### config.mk
export PLATFORM = sky130hd
export DESIGN_NAME = cgol_row_stream
export DESIGN_NICKNAME = d
export VERILOG_FILES = /design/src/rtl/cgol_row_stream.sv
export SDC_FILE = /design/constraint.sdc
export NUM_CORES = 1
export LEC_CHECK = 0
export CORE_MARGIN = 10
export CORE_UTILIZATION = 60
export CTS_CLUSTER_DIAMETER = 200
export DETAILED_ROUTE_END_ITERATION = 12
export PLACE_DENSITY = 0.88
export SLEW_MARGIN = 0
export SYNTH_ARGS = -nofsm -noshare
export SYNTH_HDL_FRONTEND = slang
export SYNTH_SLANG_ARGS = --single-unit
### constraint.sdc
create_clock -name clk -period 6.1 [get_ports clk]
set_input_delay 1.22 -clock clk [delete_from_list [all_inputs] [get_ports clk]]
set_output_delay 1.22 -clock clk [all_outputs]
set_load 0.02 [all_outputs]
### src/rtl/cgol_row_stream.sv
// Streaming Game-of-Life engine: takes a frame row by row and emits the
// next generation row by row. A three-row window (prev, cur, incoming)
// feeds the neighbour rule. Output is a single registered stage with
// valid/ready handshaking, and a counter tracks how many frames are complete.
module cgol_row_stream #(
    parameter int WIDTH  = 8,
    parameter int HEIGHT = 8,
    parameter int WRAP_H = 0,
    parameter int GEN_W  = 16
) (
    input  logic             clk,
    input  logic             reset,
    input  logic             in_valid,
    output logic             in_ready,
    input  logic [WIDTH-1:0] in_row,
    output logic             out_valid,
    input  logic             out_ready,
    output logic [WIDTH-1:0] out_row,
    output logic             out_last,
    output logic [GEN_W-1:0] gen_count
);

    localparam int RC_W = (HEIGHT > 2) ? $clog2(HEIGHT) : 1;
    localparam logic [RC_W-1:0] ROW_LAST = RC_W'(HEIGHT - 1);
    localparam logic [RC_W-1:0] ROW_ONE  = RC_W'(1);

    typedef enum logic [1:0] {
        ST_FILL  = 2'd0,
        ST_RUN   = 2'd1,
        ST_FLUSH = 2'd2
    } state_t;

    // Pad a row with one ghost column at each side: the wrapped neighbour
    // when the grid is toroidal, or a dead cell otherwise.
    function automatic logic [WIDTH+1:0] pad_row(input logic [WIDTH-1:0] row);
        if (WRAP_H != 0) begin
            return {row[0], row, row[WIDTH-1]};
        end else begin
            return {1'b0, row, 1'b0};
        end
    endfunction

    // Next-generation row for the middle of three vertically adjacent rows.
    function automatic logic [WIDTH-1:0] life_rule(input logic [WIDTH-1:0] above,
                                                   input logic [WIDTH-1:0] mid,
                                                   input logic [WIDTH-1:0] below);
        logic [WIDTH+1:0] ext_a;
        logic [WIDTH+1:0] ext_m;
        logic [WIDTH+1:0] ext_b;
        logic [WIDTH-1:0] res;
        logic [3:0]       n;
        ext_a = pad_row(above);
        ext_m = pad_row(mid);
        ext_b = pad_row(below);
        res   = {WIDTH{1'b0}};
        for (int c = 0; c < WIDTH; c++) begin
            // Column c sits at ext index c+1; its neighbours are c and c+2.
            n = {3'b000, ext_a[c]} + {3'b000, ext_a[c+1]} + {3'b000, ext_a[c+2]}
              + {3'b000, ext_m[c]} + {3'b000, ext_m[c+2]}
              + {3'b000, ext_b[c]} + {3'b000, ext_b[c+1]} + {3'b000, ext_b[c+2]};
            res[c] = (n == 4'd3) || (mid[c] && (n == 4'd2));
        end
        return res;
    endfunction

    state_t            state_r;
    state_t            state_nxt_s;
    logic [RC_W-1:0]   row_cnt_r;
    logic [WIDTH-1:0]  prev_r;
    logic [WIDTH-1:0]  cur_r;
    logic [WIDTH-1:0]  out_row_r;
    logic              out_valid_r;
    logic              out_last_r;
    logic [GEN_W-1:0]  gen_count_r;

    logic              out_free_s;
    logic              out_beat_s;
    logic              in_ready_s;
    logic              in_beat_s;
    logic              load_s;
    logic              load_last_s;
    logic [WIDTH-1:0]  load_row_s;
    logic [WIDTH-1:0]  rule_run_s;
    logic [WIDTH-1:0]  rule_flush_s;

    assign out_free_s   = !out_valid_r || out_ready;
    assign out_beat_s   = out_valid_r && out_ready;
    assign in_beat_s    = in_valid && in_ready_s;
    assign rule_run_s   = life_rule(prev_r, cur_r, in_row);
    assign rule_flush_s = life_rule(prev_r, cur_r, {WIDTH{1'b0}});

    assign in_ready  = in_ready_s;
    assign out_valid = out_valid_r;
    assign out_row   = out_row_r;
    assign out_last  = out_last_r;
    assign gen_count = gen_count_r;

    // Sequencer next state, input readiness and output-register load decision.
    always_comb begin
        state_nxt_s = state_r;
        in_ready_s  = 1'b0;
        load_s      = 1'b0;
        load_last_s = 1'b0;
        load_row_s  = rule_run_s;
        case (state_r)
            ST_FILL: begin
                in_ready_s = 1'b1;
                if (in_valid) begin
                    state_nxt_s = ST_RUN;
                end else begin
                    state_nxt_s = ST_FILL;
                end
            end
            ST_RUN: begin
                in_ready_s = out_free_s;
                if (in_valid && out_free_s) begin
                    load_s     = 1'b1;
                    load_row_s = rule_run_s;
                    if (row_cnt_r == ROW_LAST) begin
                        state_nxt_s = ST_FLUSH;
                    end else begin
                        state_nxt_s = ST_RUN;
                    end
                end else begin
                    state_nxt_s = ST_RUN;
                end
            end
            ST_FLUSH: begin
                in_ready_s = 1'b0;
                if (out_free_s) begin
                    load_s      = 1'b1;
                    load_last_s = 1'b1;
                    load_row_s  = rule_flush_s;
                    state_nxt_s = ST_FILL;
                end else begin
                    state_nxt_s = ST_FLUSH;
                end
            end
            default: begin
                state_nxt_s = ST_FILL;
            end
        endcase
    end

    // Sequencer state register.
    always_ff @(posedge clk) begin
        if (reset) begin
            state_r <= ST_FILL;
        end else begin
            state_r <= state_nxt_s;
        end
    end

    // Row window and row counter; the counter folds back to zero after the
    // last row so it never leaves 0..HEIGHT-1.
    always_ff @(posedge clk) begin
        if (reset) begin
            prev_r    <= {WIDTH{1'b0}};
            cur_r     <= {WIDTH{1'b0}};
            row_cnt_r <= {RC_W{1'b0}};
        end else if (in_beat_s) begin
            if (state_r == ST_FILL) begin
                prev_r    <= {WIDTH{1'b0}};
                cur_r     <= in_row;
                row_cnt_r <= ROW_ONE;
            end else begin
                prev_r <= cur_r;
                cur_r  <= in_row;
                if (row_cnt_r == ROW_LAST) begin
                    row_cnt_r <= {RC_W{1'b0}};
                end else begin
                    row_cnt_r <= row_cnt_r + ROW_ONE;
                end
            end
        end
    end

    // Output register: load a fresh row when free, otherwise retire on a beat
    // and hold the row steady while the consumer stalls.
    always_ff @(posedge clk) begin
        if (reset) begin
            out_row_r   <= {WIDTH{1'b0}};
            out_valid_r <= 1'b0;
            out_last_r  <= 1'b0;
        end else if (load_s) begin
            out_row_r   <= load_row_s;
            out_valid_r <= 1'b1;
            out_last_r  <= load_last_s;
        end else if (out_beat_s) begin
            out_valid_r <= 1'b0;
            out_last_r  <= 1'b0;
        end
    end

    // Generation counter: one step per delivered last row, wrapping freely.
    always_ff @(posedge clk) begin
        if (reset) begin
            gen_count_r <= {GEN_W{1'b0}};
        end else if (out_beat_s && out_last_r) begin
            gen_count_r <= gen_count_r + {{(GEN_W-1){1'b0}}, 1'b1};
        end
    end

endmodule

### After elaboration in Yosys (flattened, before gate mapping)

Cells that the tools add are included.

* multiplexer cells: 18
* reduce and logical (&&, ||, !) cells: 40
* $add $sub $neg: 51
* equal/unequal tests: 35

Operator list (count)
* == test 4 x 2 -> 1 bit (second input constant): 30
* adder 4 x 1 -> 4 bit: 29
* adder 3 x 1 -> 4 bit: 6
* two-way mux 8 bit: 3
* adder 2 x 1 -> 3 bit: 7
* logical AND 1 bit: 20
* logical OR 1 bit: 17
* adder 16 x 1 -> 16 bit (second input constant): 1
* adder 1 x 1 -> 2 bit: 7
* two-way mux 1 bit: 7
* == test 3 x 2 -> 1 bit (second input constant): 2
* two-way mux 2 bit: 3
* two-way mux 3 bit: 2
* case mux 2 bit (3 select lines): 1
* case mux 1 bit (2 select lines): 2
* adder 3 x 1 -> 3 bit (second input constant): 1
* == test 3 bit (second input constant): 1
* == test 2 x 1 -> 1 bit (second input constant): 1
* == test 2 bit (second input constant): 1
* logical NOT 2 bit: 1
* nonzero test 2 bit: 1
* logical NOT 1 bit: 1

* output and inout bits: 27
* input port bits: 12
* register bits: 47
* logic and storage cells: 152

### Longest topological paths before layout

Gate-level depths: netlist of the first run.

* depth after elaboration: 12
* gate-level depth with buffers: 13
* gate-level depth less buffers: 13

### Worst setup path before layout of the first run

No wires, ideal clock.

* path type: input-to-output
* start: input out_ready
* end: output in_ready
* cell stages on the path: 4
* data required time: 4.880 ns
* data arrival time: 1.977 ns
* slack: 2.903 ns
* path buffers: 1
* cell sequence: nand2b_1 > buf_2 > a21oi_2 > inv_2

* cells in the longest elaborated chain, start to end: 2

Ends and longest elaborated chain
* start, declared: RTL line 17 `input logic out_ready,`
* logical OR 1 bit: RTL line 86 `assign out_free_s = !out_valid_r || out_ready;`
* case mux 1 bit (2 select lines): RTL line 105 `case (state_r)`
* end, declared: RTL line 14 `output logic in_ready,`

Every way passes these cells.

### Final worst setup path of the first run

Ends and elaborated chain as after synthesis.

==> impl_results.md, run 1 <==
- Top cells by area, synth: dfxtp_1, fa_1, ha_1
- Die area: 9010 um^2
- Unrepaired setup endpoints after global routing: false
- Congestion Overflow GR: 0
- Reg2Reg Setup Slack: 2.69 ns
- GP Congestion: between 0.8 and 0.9
- Die width: 94.9 um
- Area Growth Syn to Fin: 15.5%
- Cell Int Power: 0.501 mW
- Multi-input logic area: approximately 2100 um^2
- Number of global-route vias before repair: 2734
- WL/cell: 15.2 um
- Tightest Pin Transition: ~1.2 ns
- Inserted Diodes: 0
- Hold_sp: prev_r[5]
- Clock skew: 0.00618 ns
- Startpoint types: input port
- Worst hold margin: between 0.4 and 0.5 ns
- P_leak: 1.57 nW
- Critical path destination: in_ready
- Largest net degree at the start of global routing: 49
- Layout cells sized above 1: 3.87%
- Fin Setup TNS: 0 ns
- Net Sw Power: 0.190 mW
- Period utilisation layout: approximately four fifths
- Status: complete, no violations
- Yosys top cell area share: 28.0%
- Most frequent cells after synthesis: inv_1, dfxtp_1, a21oi_1, fa_1, ha_1
- Register Area: ~940 um^2
- Synth Instances: 384
- Critical path required time: roughly 5 ns
- Global-route wire length before repair: 12.6 mm
- Sequential area share after synthesis: 28.0%
- Max_cap viols: 0
- Initial antenna violation count: 0
- Sequential share of power: 46.2%
- Initial core utilization: 61.5%
- Vias per cell: 5.67
- Crit-path max FO: 19
- Clock power frac: about a third
- Post-route DRC: 0
- HP Class: reg -> reg
- Sw frac: between 20% and 30%
- DRT Pass-1 Iters: 4
- Post-Syn Nets: 454
- Logic pwr share: 19.0%
- Post-synth top flop: dfxtp_1
- Final Hold Viols: 0
- Maximum vdd ir drop: 0.122 mV
- CP Capture Type: output pin
- IO Port Bufs: 38
- Total GRT Usage: 17.2%
- FP Rows: 27
- Fill cell count: 435
- Routed vias: 2749
- Worst-path clk slew: 0.09 ns
- Clk Tree Root Cell: clkbuf_8
- Yosys warning count: 0
- Slew Limit Headroom: between 10% and 20%
- Max-slew violations: 0
- CTS tree: built
- Top-count cell post-synth: inv_1
- IO Count: 39
- Post-DP HPWL: 5.57 mm
- H-Tree Depth: 2
- Post-CTS Setup Repair Bufs: 0
- Register bit count reported by yosys: 47
- # hold bufs at CTS: 0
- Fin nets: 482
- Initial DRC count: 165
- Post-synth EDFFs: 0
- R2R cell count: 13
- Drt total wl: 7.36 mm
- Distinct cells, synth: 45
- CP startpoint: out_ready
- # setup viols final: 0
- Avg Cell Area, Syn: 8.76 um^2
- Final min period: between 4 and 5 ns
- Synthesized area: 3370 um^2
- Resized Gates After CTS: 0
- Worst Path Arrival: 3.58 ns
- CTS Sinks: 47
- Critical R2R Launch: prev_r[1]
- Fraction of registers with async set/reset: 0%
- Clock Path Buffers: 2
- RR Endpoint: out_row[1]
- Worst Setup Path Type: in -> out
- Total CTS buffers: 5
- Die Y: 94.9 um
- CORE AREA: 5470 um^2
- Highest clock rate: 0.208 GHz
- DRT antenna net count: 0
- Final Core Density: 71.0%
- Clk Latency, worst-skew pair: 0.30 ns
- Post-synth top area cell: dfxtp_1
- Power Dens Cells: 178 nW/um^2
[critical path: stages]
cell and delay, ns:
clkdlybuf4s50_1 0.49, nand2b_1 0.39, a21oi_2 0.64, inv_2 0.22, clkdlybuf4s50_1 0.60
[how the worst min path moves through the flow]
stage	endpoint	slack [ns]	cells past startpoint
global placement	prev_r[2]	0.46	2
finish	prev_r[5]	0.49	2
detailed placement	prev_r[4]	0.47	2
floorplan	prev_r[3]	0.45	2
CTS	prev_r[4]	0.49	2
global route	prev_r[2]	0.52	2
[registers in the layout, indices dropped and copies added, names as in the netlist]
name and cells:
cur_r 8, out_row 8, row_cnt_r 3, gen_count 16
out_last 1, out_valid 1, state_r 2, prev_r 8
[cell usage in the layout (no fill, tap or decap), types with 3 or more instances in the layout]
cell type         n
inv_1            63
nor2_1           22
clkdlybuf4s50_1  38
or3_1             3
a211oi_1          3
nand3b_1          3
fa_1             29
a311oi_1          7
clkbuf_8          6
o2111ai_1         4
xor2_1            4
ha_1             29
a2111o_1          5
o21ai_0          27
o31ai_1           3
nor3_1            6
and3_1            5
nand3_1          17
a21oi_1          34
nand2_1          17
xnor2_1           4
dfxtp_1          47
nand4_1           5
[logic make-up after synthesis]
| kind of cell | Yosys count | synth area share, % |
|---|---|---|
| AND/OR/NAND/NOR | 95 | 14.9 |
| adder cells (fa/ha/maj) | 58 | 28.0 |
| buffers and inverters | 82 | 9.33 |
| AO/OA/AOI/OAI | 91 | 16.8 |
| XOR/XNOR | 8 | 2.08 |
| flip-flops | 47 | 28.0 |
| multiplexers | 3 | 0.929 |
[power groups by stage]
stage          Clock [mW]  Sequential (mW)  Combinational (mW)
2_1_floorplan           0            0.327              0.0898
4_1_cts             0.243            0.319               0.133
6_report            0.240            0.320               0.132
3_5_place_dp            0            0.327               0.133
5_1_grt             0.255            0.321               0.152
3_3_place_gp            0            0.326               0.124
[stage by stage]
step           power [mW]  cells  instance area, um^2  setup WS, ns
6_report            0.691    485                 3890          1.30
5_1_grt             0.728    485                 3890          1.17
4_1_cts             0.696    485                 3890          1.29
3_5_place_dp        0.459    477                 3770          1.31
3_3_place_gp        0.451    477                 3770          1.39
2_1_floorplan       0.417    384                 3370          2.90
[cell type report]
| cell class | count | area share (%) |
|---|---|---|
| multi-input combinational | 255 | 54.3 |
| sequential | 47 | 24.2 |
| inverter | 64 | 6.18 |
| timing repair buffer | 39 | 9.98 |
| clock inverter | 2 | 0.901 |
| clock buffer | 6 | 2.12 |
| tap | 72 | 2.32 |
[routing by layer]
metal / GRT usage (%) / part of all wire [%]
met5: 0 / 0
met4: 6.23 / 2.0
met3: 4.12 / 5.4
met2: 29.3 / 50
met1: 20.7 / 42
Power figures use the tool's default switching activity.
==> run 2: changes to the inputs <==
- CORE_UTILIZATION: 60 -> 51
- PLACE_DENSITY: 0.88 -> 0.8
- clock period: 6.1 -> 4.1 ns (I/O delays scaled with it)
==> run 2 against run 1 <==
  * Non-clock buffer count grew 4
  * Via count grew 1.9%
  * Setup slack lost 0.54 ns
  * Critical endpoint is now out_row[1]
  * Hold slack lost 0.0036 ns
  * Global-route usage shrank 2.5 points
  * Final area grew 0.90%
  * Register-to-register slack lost 1.9 ns
  * Count of clock-buffer cells in the layout shrank 1
==> impl_results.md, run 2 (same netlist as run 1, synthesis figures left out) <==
- Cell Int Power: 0.735 mW (was 0.501 mW)
- Met3 global-route usage: 2.86% (was 4.12%)
- CTS Sinks: 47 (unchanged)
- Post-route DRC: 0 (unchanged)
- Clk Tree Root Cell: clkbuf_8 (unchanged)
- Slew Limit Headroom: 44.3% (was 17.3%)
- WL/cell: 15.0 um (was 15.2 um)
- Resized Gates After CTS: 0 (unchanged)
- # setup viols final: 0 (unchanged)
- Clk Latency, worst-skew pair: 0.30 ns (about the same)
- Number of global-route vias before repair: 2810 (was 2734)
- Logic pwr share: 19.2% (was 19.0%)
- DRT antenna net count: 0 (unchanged)
- Clock power frac: 34.3% (was 34.7%)
- Clock Path Buffers: 2 (unchanged)
- Routed vias: 2800 (was 2749)
- Largest net degree at the start of global routing: 27 (was 49)
- Fin worst setup slack: 0.754 ns (was 1.30 ns)
- CTS tree: built (unchanged)
- CORE AREA: 6390 um^2 (was 5470 um^2)
- Initial antenna violation count: 0 (unchanged)
- Maximum vdd ir drop: 0.196 mV (was 0.122 mV)
- Most frequent cells in the layout: inv_1, dfxtp_1, clkdlybuf4s50_1 (unchanged)
- Max_cap viols: 0 (unchanged)
- Congestion Overflow GR: 0 (unchanged)
- Max reg flops: 16 (unchanged)
- Most common cell after layout, fill and taps aside: inv_1 (unchanged)
- Worst Path Arrival: 3.57 ns (was 3.58 ns)
- Tightest Pin Transition: 0.833 ns (was 1.23 ns)
- Power Dens Cells: 261 nW/um^2 (was 178 nW/um^2)
- Net Sw Power: 0.288 mW (was 0.190 mW)
- Post-CTS Setup Repair Bufs: 0 (unchanged)
- Die area: 10200 um^2 (was 9010 um^2)
- Highest clock rate: 0.299 GHz
- Initial DRC count: 147 (was 165)
- Final Hold Viols: 0 (unchanged)
- Sw frac: 28.2% (was 27.5%)
- Period utilisation layout: 81.6%
- Global-route wire length before repair: 12.7 mm (was 12.6 mm)
- IO Count: 39 (unchanged)
- Fin nets: 486 (was 482)
- Total CTS buffers: 5 (unchanged)
- Fin Setup TNS: 0 ns (unchanged)
- P_leak: 1.59 nW (was 1.57 nW)
- DRT Pass-1 Iters: 4 (unchanged)
- Vias per cell: 5.67 (about the same)
- Max-slew violations: 0 (unchanged)
- Layout cells sized above 1: 4.80% (was 3.87%)
- Worst hold margin: 0.482 ns (was 0.485 ns)
- Post-DP HPWL: 5.79 mm (was 5.57 mm)
- Inserted Diodes: 0 (unchanged)
- Initial core utilization: 52.7% (was 61.5%)
- Worst-path clk slew: 0.09 ns (about the same)
- Met2 GRT Util: 24.3% (was 29.3%)
- Critical path required time: 4.32 ns (was 4.88 ns)
- Die Y: 101 um (was 94.9 um)
- CP Capture Type: flip-flop (was output pin)
- Grt met1 use: 18.4% (was 20.7%)
- Unrepaired setup endpoints after global routing: false (unchanged)
- R2R cell count: 13 (unchanged)
- Sequential share of power: 46.5% (was 46.2%)
- H-Tree Depth: 2 (unchanged)
- Drt total wl: 7.41 mm (was 7.36 mm)
- HP Class: reg -> reg (unchanged)
- IO Port Bufs: 38 (unchanged)
- Hold path depth: 2 (unchanged)
- GP Congestion: 0.866 (was 0.863)
- Die width: 101 um (was 94.9 um)
- Place WS: 0.704 ns (was 1.31 ns)
- # hold bufs at CTS: 0 (unchanged)
- Final instance area: 3920 um^2 (was 3890 um^2)
- Status: complete, no violations (unchanged)
- Crit-path max FO: 4 (was 19)
- Cell Area, Placed: 3810 um^2 (was 3770 um^2)
- Worst Setup Path Type: reg -> reg (was in -> out)
- FP Rows: 29 (was 27)
- Clock skew: 0.00500 ns (was 0.00618 ns)
- Total GRT Usage: 14.7% (was 17.2%)
- Final min period: 3.35 ns
- Reg2Reg Setup Slack: 0.75 ns (was 2.69 ns)
- Startpoint types: flip-flop (was input port)
- Busiest grt layer: met2 (unchanged)
- Area Growth Syn to Fin: 16.5% (was 15.5%)
## run 2: cell count changes in the layout (fill, tap and decap cells not counted)
cell      change
buf_4         +4
clkbuf_8      -1
clkinv_2      -1
clkinv_4      +1
inv_6         +1
## run 2: cell type report
cell class / instances / area [um^2]
sequential: 47 / 941
fill: 546 / 2460
tap: 77 / 96.3
clock inverter: 3 / 47.5
inverter: 64 / 240
multi-input combinational: 255 / 2110
timing repair buffer: 43 / 418
clock buffer: 5 / 68.8
## run 2: final timing paths
path / from / to
worst max-delay path: prev_r[1] / out_row[1]
worst min-delay path: gen_count[15] / gen_count[15]
worst max register to register: prev_r[1] / out_row[1]
worst min register to register: gen_count[15] / gen_count[15]
## run 2: critical path, cell delays in order (launching register included)
cell and delay, ns:
dfxtp_1 0.36, ha_1 0.32, inv_1 0.06, fa_1 0.47
inv_1 0.04, ha_1 0.29, inv_1 0.05, fa_1 0.47
inv_1 0.04, ha_1 0.21, fa_1 0.37, mux2_2 0.23
o2111ai_1 0.10, a311oi_1 0.26
## run 2: layer usage
metal,share of wire [%],wire length [um],vias up
li1,-,-,1368
met1,43,3210,1363
met2,50,3710,60
met3,4.8,357,9
met4,1.8,131,0
met5,0,0,-
## run 2: power groups by stage
| stage | logic (mW) | registers (mW) | clock network [mW] |
|---|---|---|---|
| 6_report | 0.196 | 0.476 | 0.351 |
| 3_5_place_dp | 0.196 | 0.487 | 0 |
| 4_1_cts | 0.197 | 0.476 | 0.363 |
| 3_3_place_gp | 0.188 | 0.486 | 0 |
| 5_1_grt | 0.226 | 0.478 | 0.375 |
| 2_1_floorplan | 0.134 | 0.486 | 0 |
## run 2: metrics by stage
step | util (%) | instances | total power [mW]
final | 61.4 | 494 | 1.02
after floorplan | - | 384 | 0.620
after global routing | 61.4 | 494 | 1.08
after global placement | 59.6 | 486 | 0.673
after CTS | 61.4 | 494 | 1.04
after detailed placement | 59.6 | 486 | 0.682
==> run 3: changes to the inputs <==
- clock period: 4.1 -> 2.86 ns (I/O delays scaled with it)
==> run 3 against run 2 <==
  * The run now ends with negative setup slack left
  * Final cell count grew 7.9%
  * Global-route usage grew 1.7 points
  * Clock power grew 47%
  * First-iteration DRC count grew 5.4%
  * Clock skew grew 0.0073 ns
  * Critical path type unchanged
==> impl_results.md, run 3 (same netlist as run 1, synthesis figures left out) <==
- CORE AREA: 6390 um^2 (unchanged)
- Die width: 101 um (unchanged)
- Post-DP HPWL: 6.34 mm (was 5.79 mm)
- Tightest Pin Transition: 0.770 ns (was 0.833 ns)
- HP Class: reg -> reg (unchanged)
- Critical path required time: 3.08 ns (was 4.32 ns)
- DRT Pass-1 Iters: 4 (unchanged)
- CTS Sinks: 47 (unchanged)
- Unrepaired setup endpoints after global routing: true (was false)
- FP Rows: 29 (unchanged)
- Fin nets: 525 (was 486)
- Fin worst setup slack: -0.391 ns (was 0.754 ns)
- Clock skew: 0.0123 ns (was 0.00500 ns)
- Layout cells sized above 1: 20.2% (was 4.80%)
- Max_cap viols: 0 (unchanged)
- # hold bufs at CTS: 0 (unchanged)
- Most common cell after layout, fill and taps aside: inv_1 (unchanged)
- Final Core Density: 67.4% (was 61.4%)
- Critical R2R Launch: prev_r[3] (was prev_r[1])
- Final min period: 3.25 ns (was 3.35 ns)
- GP Congestion: 0.865 (was 0.866)
- Initial antenna violation count: 0 (unchanged)
- Non-Filler Instances: 533 (was 494)
- Post-route DRC: 0 (unchanged)
- DRT antenna net count: 0 (unchanged)
- Most frequent cells in the layout: inv_1, buf_4, clkdlybuf4s50_1 (was inv_1, dfxtp_1, clkdlybuf4s50_1)
- IO Count: 39 (unchanged)
- Failing checks: negative setup slack
- Placed instance count: 521 (was 486)
- Worst-path clk slew: 0.09 ns (about the same)
- Max reg flops: 16 (unchanged)
- H-Tree Depth: 2 (unchanged)
- Routed vias: 2964 (was 2800)
- CP Capture Type: flip-flop (unchanged)
- Vias per cell: 5.56 (was 5.67)
- R2R cell count: 11 (was 13)
- Startpoint types: flip-flop (unchanged)
- Clk Tree Root Cell: clkbuf_8 (unchanged)
- Slew Limit Headroom: 48.5% (was 44.3%)
- Inserted Diodes: 0 (unchanged)
- Critical path destination: out_row[4] (was out_row[1])
- Total CTS buffers: 5 (unchanged)
- Total GRT Usage: 16.4% (was 14.7%)
- Highest clock rate: 0.308 GHz (was 0.299 GHz)
- Status: finished, violations left (was complete, no violations)
- Power Dens Cells: 361 nW/um^2 (was 261 nW/um^2)
- Largest net degree at the start of global routing: 20 (was 27)
- Reg2Reg Setup Slack: -0.39 ns (was 0.75 ns)
- Congestion Overflow GR: 0 (unchanged)
- Number of global-route vias before repair: 2975 (was 2810)
- CTS tree: built (unchanged)
- Period utilisation layout: 114% (was 81.6%)
- Max-slew violations: 0 (unchanged)
- Die Y: 101 um (unchanged)
- Area Growth Syn to Fin: 28.0% (was 16.5%)
- Initial core utilization: 52.7% (unchanged)
- Worst Path Arrival: 3.47 ns (was 3.57 ns)
- # setup viols final: 6 (was 0)
- Final Hold Viols: 0 (unchanged)
- Drt total wl: 8.29 mm (was 7.41 mm)
- CP startpoint: prev_r[3] (was prev_r[1])
- IO Port Bufs: 38 (unchanged)
- Global-route wire length before repair: 14.0 mm (was 12.7 mm)
- Worst Setup Path Type: reg -> reg (unchanged)
- Maximum vdd ir drop: 0.213 mV (was 0.196 mV)
- P_leak: 1.77 nW (was 1.59 nW)
- Crit-path max FO: 3 (was 4)
- Clk Latency, worst-skew pair: 0.31 ns (was 0.30 ns)
- RR Endpoint: out_row[4] (was out_row[1])
- Die area: 10200 um^2 (unchanged)
- Clock Path Buffers: 2 (unchanged)
- Initial DRC count: 155 (was 147)
- WL/cell: 15.6 um (was 15.0 um)
[run 3: cell types whose count changed in the layout (fill, tap and decap cells not counted), moves of 4 or more]
cell / previous run / this run
o21ai_0: 27 / 21
fa_1: 29 / 25
inv_2: 1 / 8
ha_2: 0 / 5
ha_1: 29 / 21
dfxtp_2: 0 / 8
buf_4: 5 / 44
fa_2: 0 / 4
inv_1: 63 / 54
dfxtp_1: 47 / 37
o21ai_1: 0 / 5
[run 3: what timing repair did]
item	CTS	global route
buffers inserted	1	3
pin swaps	12	7
endpoints found under the hold margin	0	0
setup endpoints to repair	6	6
resized for setup	16	9
[run 3: how the worst min path moves through the flow]
stage                   end         start  cells after the start
2_1_floorplan     prev_r[4]      cur_r[4]                      2
3_3_place_gp   row_cnt_r[2]  row_cnt_r[2]                      2
3_5_place_dp   row_cnt_r[1]  row_cnt_r[1]                      2
4_1_cts        row_cnt_r[1]  row_cnt_r[1]                      2
5_1_grt        row_cnt_r[1]  row_cnt_r[1]                      2
6_report       row_cnt_r[1]  row_cnt_r[1]                      2
[run 3: routing by layer]
layer	wire [um]	global-route usage [%]
met4	92	4.61
met1	3610	20.6
met3	428	4.15
met2	4160	27.3
met5	0	0
[run 3: through the flow]
stage               setup slack, ns  hold slack, ns  area [um^2]  setup TNS, ns  power [mW]
floorplan                    -0.216           0.451         3400          -1.07       0.893
global placement             -0.306           0.466         4100          -1.67        1.00
detailed placement           -0.388           0.473         4100          -2.02        1.02
CTS                          -0.383           0.485         4260          -2.02        1.54
global route                 -0.522           0.532         4310          -2.63        1.64
finish                       -0.391           0.486         4310          -1.91        1.56
[run 3: worst max-delay path: stages, from the launching register on]
cell and delay, ns:
dfxtp_2 0.37, inv_4 0.05, fa_1 0.55, fa_2 0.47, fa_1 0.56, inv_2 0.05
ha_4 0.16, fa_1 0.47, o21ai_1 0.06, a21oi_1 0.10, o21ai_1 0.07, a311oi_1 0.25
[run 3: where the power goes]
part	internal (mW)	switching [mW]
logic	0.171	0.193
registers	0.667	0.00880
clock network	0.265	0.251
total	1.10	0.453
[run 3: area by class of cell]
| class | instances | area [um^2] |
|---|---|---|
| flip-flops and latches | 47 | 958 |
| clock buffers | 5 | 68.8 |
| multi-input cells | 255 | 2180 |
| repair buffers | 82 | 711 |
| fillers | 508 | 2080 |
| well taps | 77 | 96.3 |
| clock inverters | 3 | 45.0 |
| inverters | 64 | 245 |
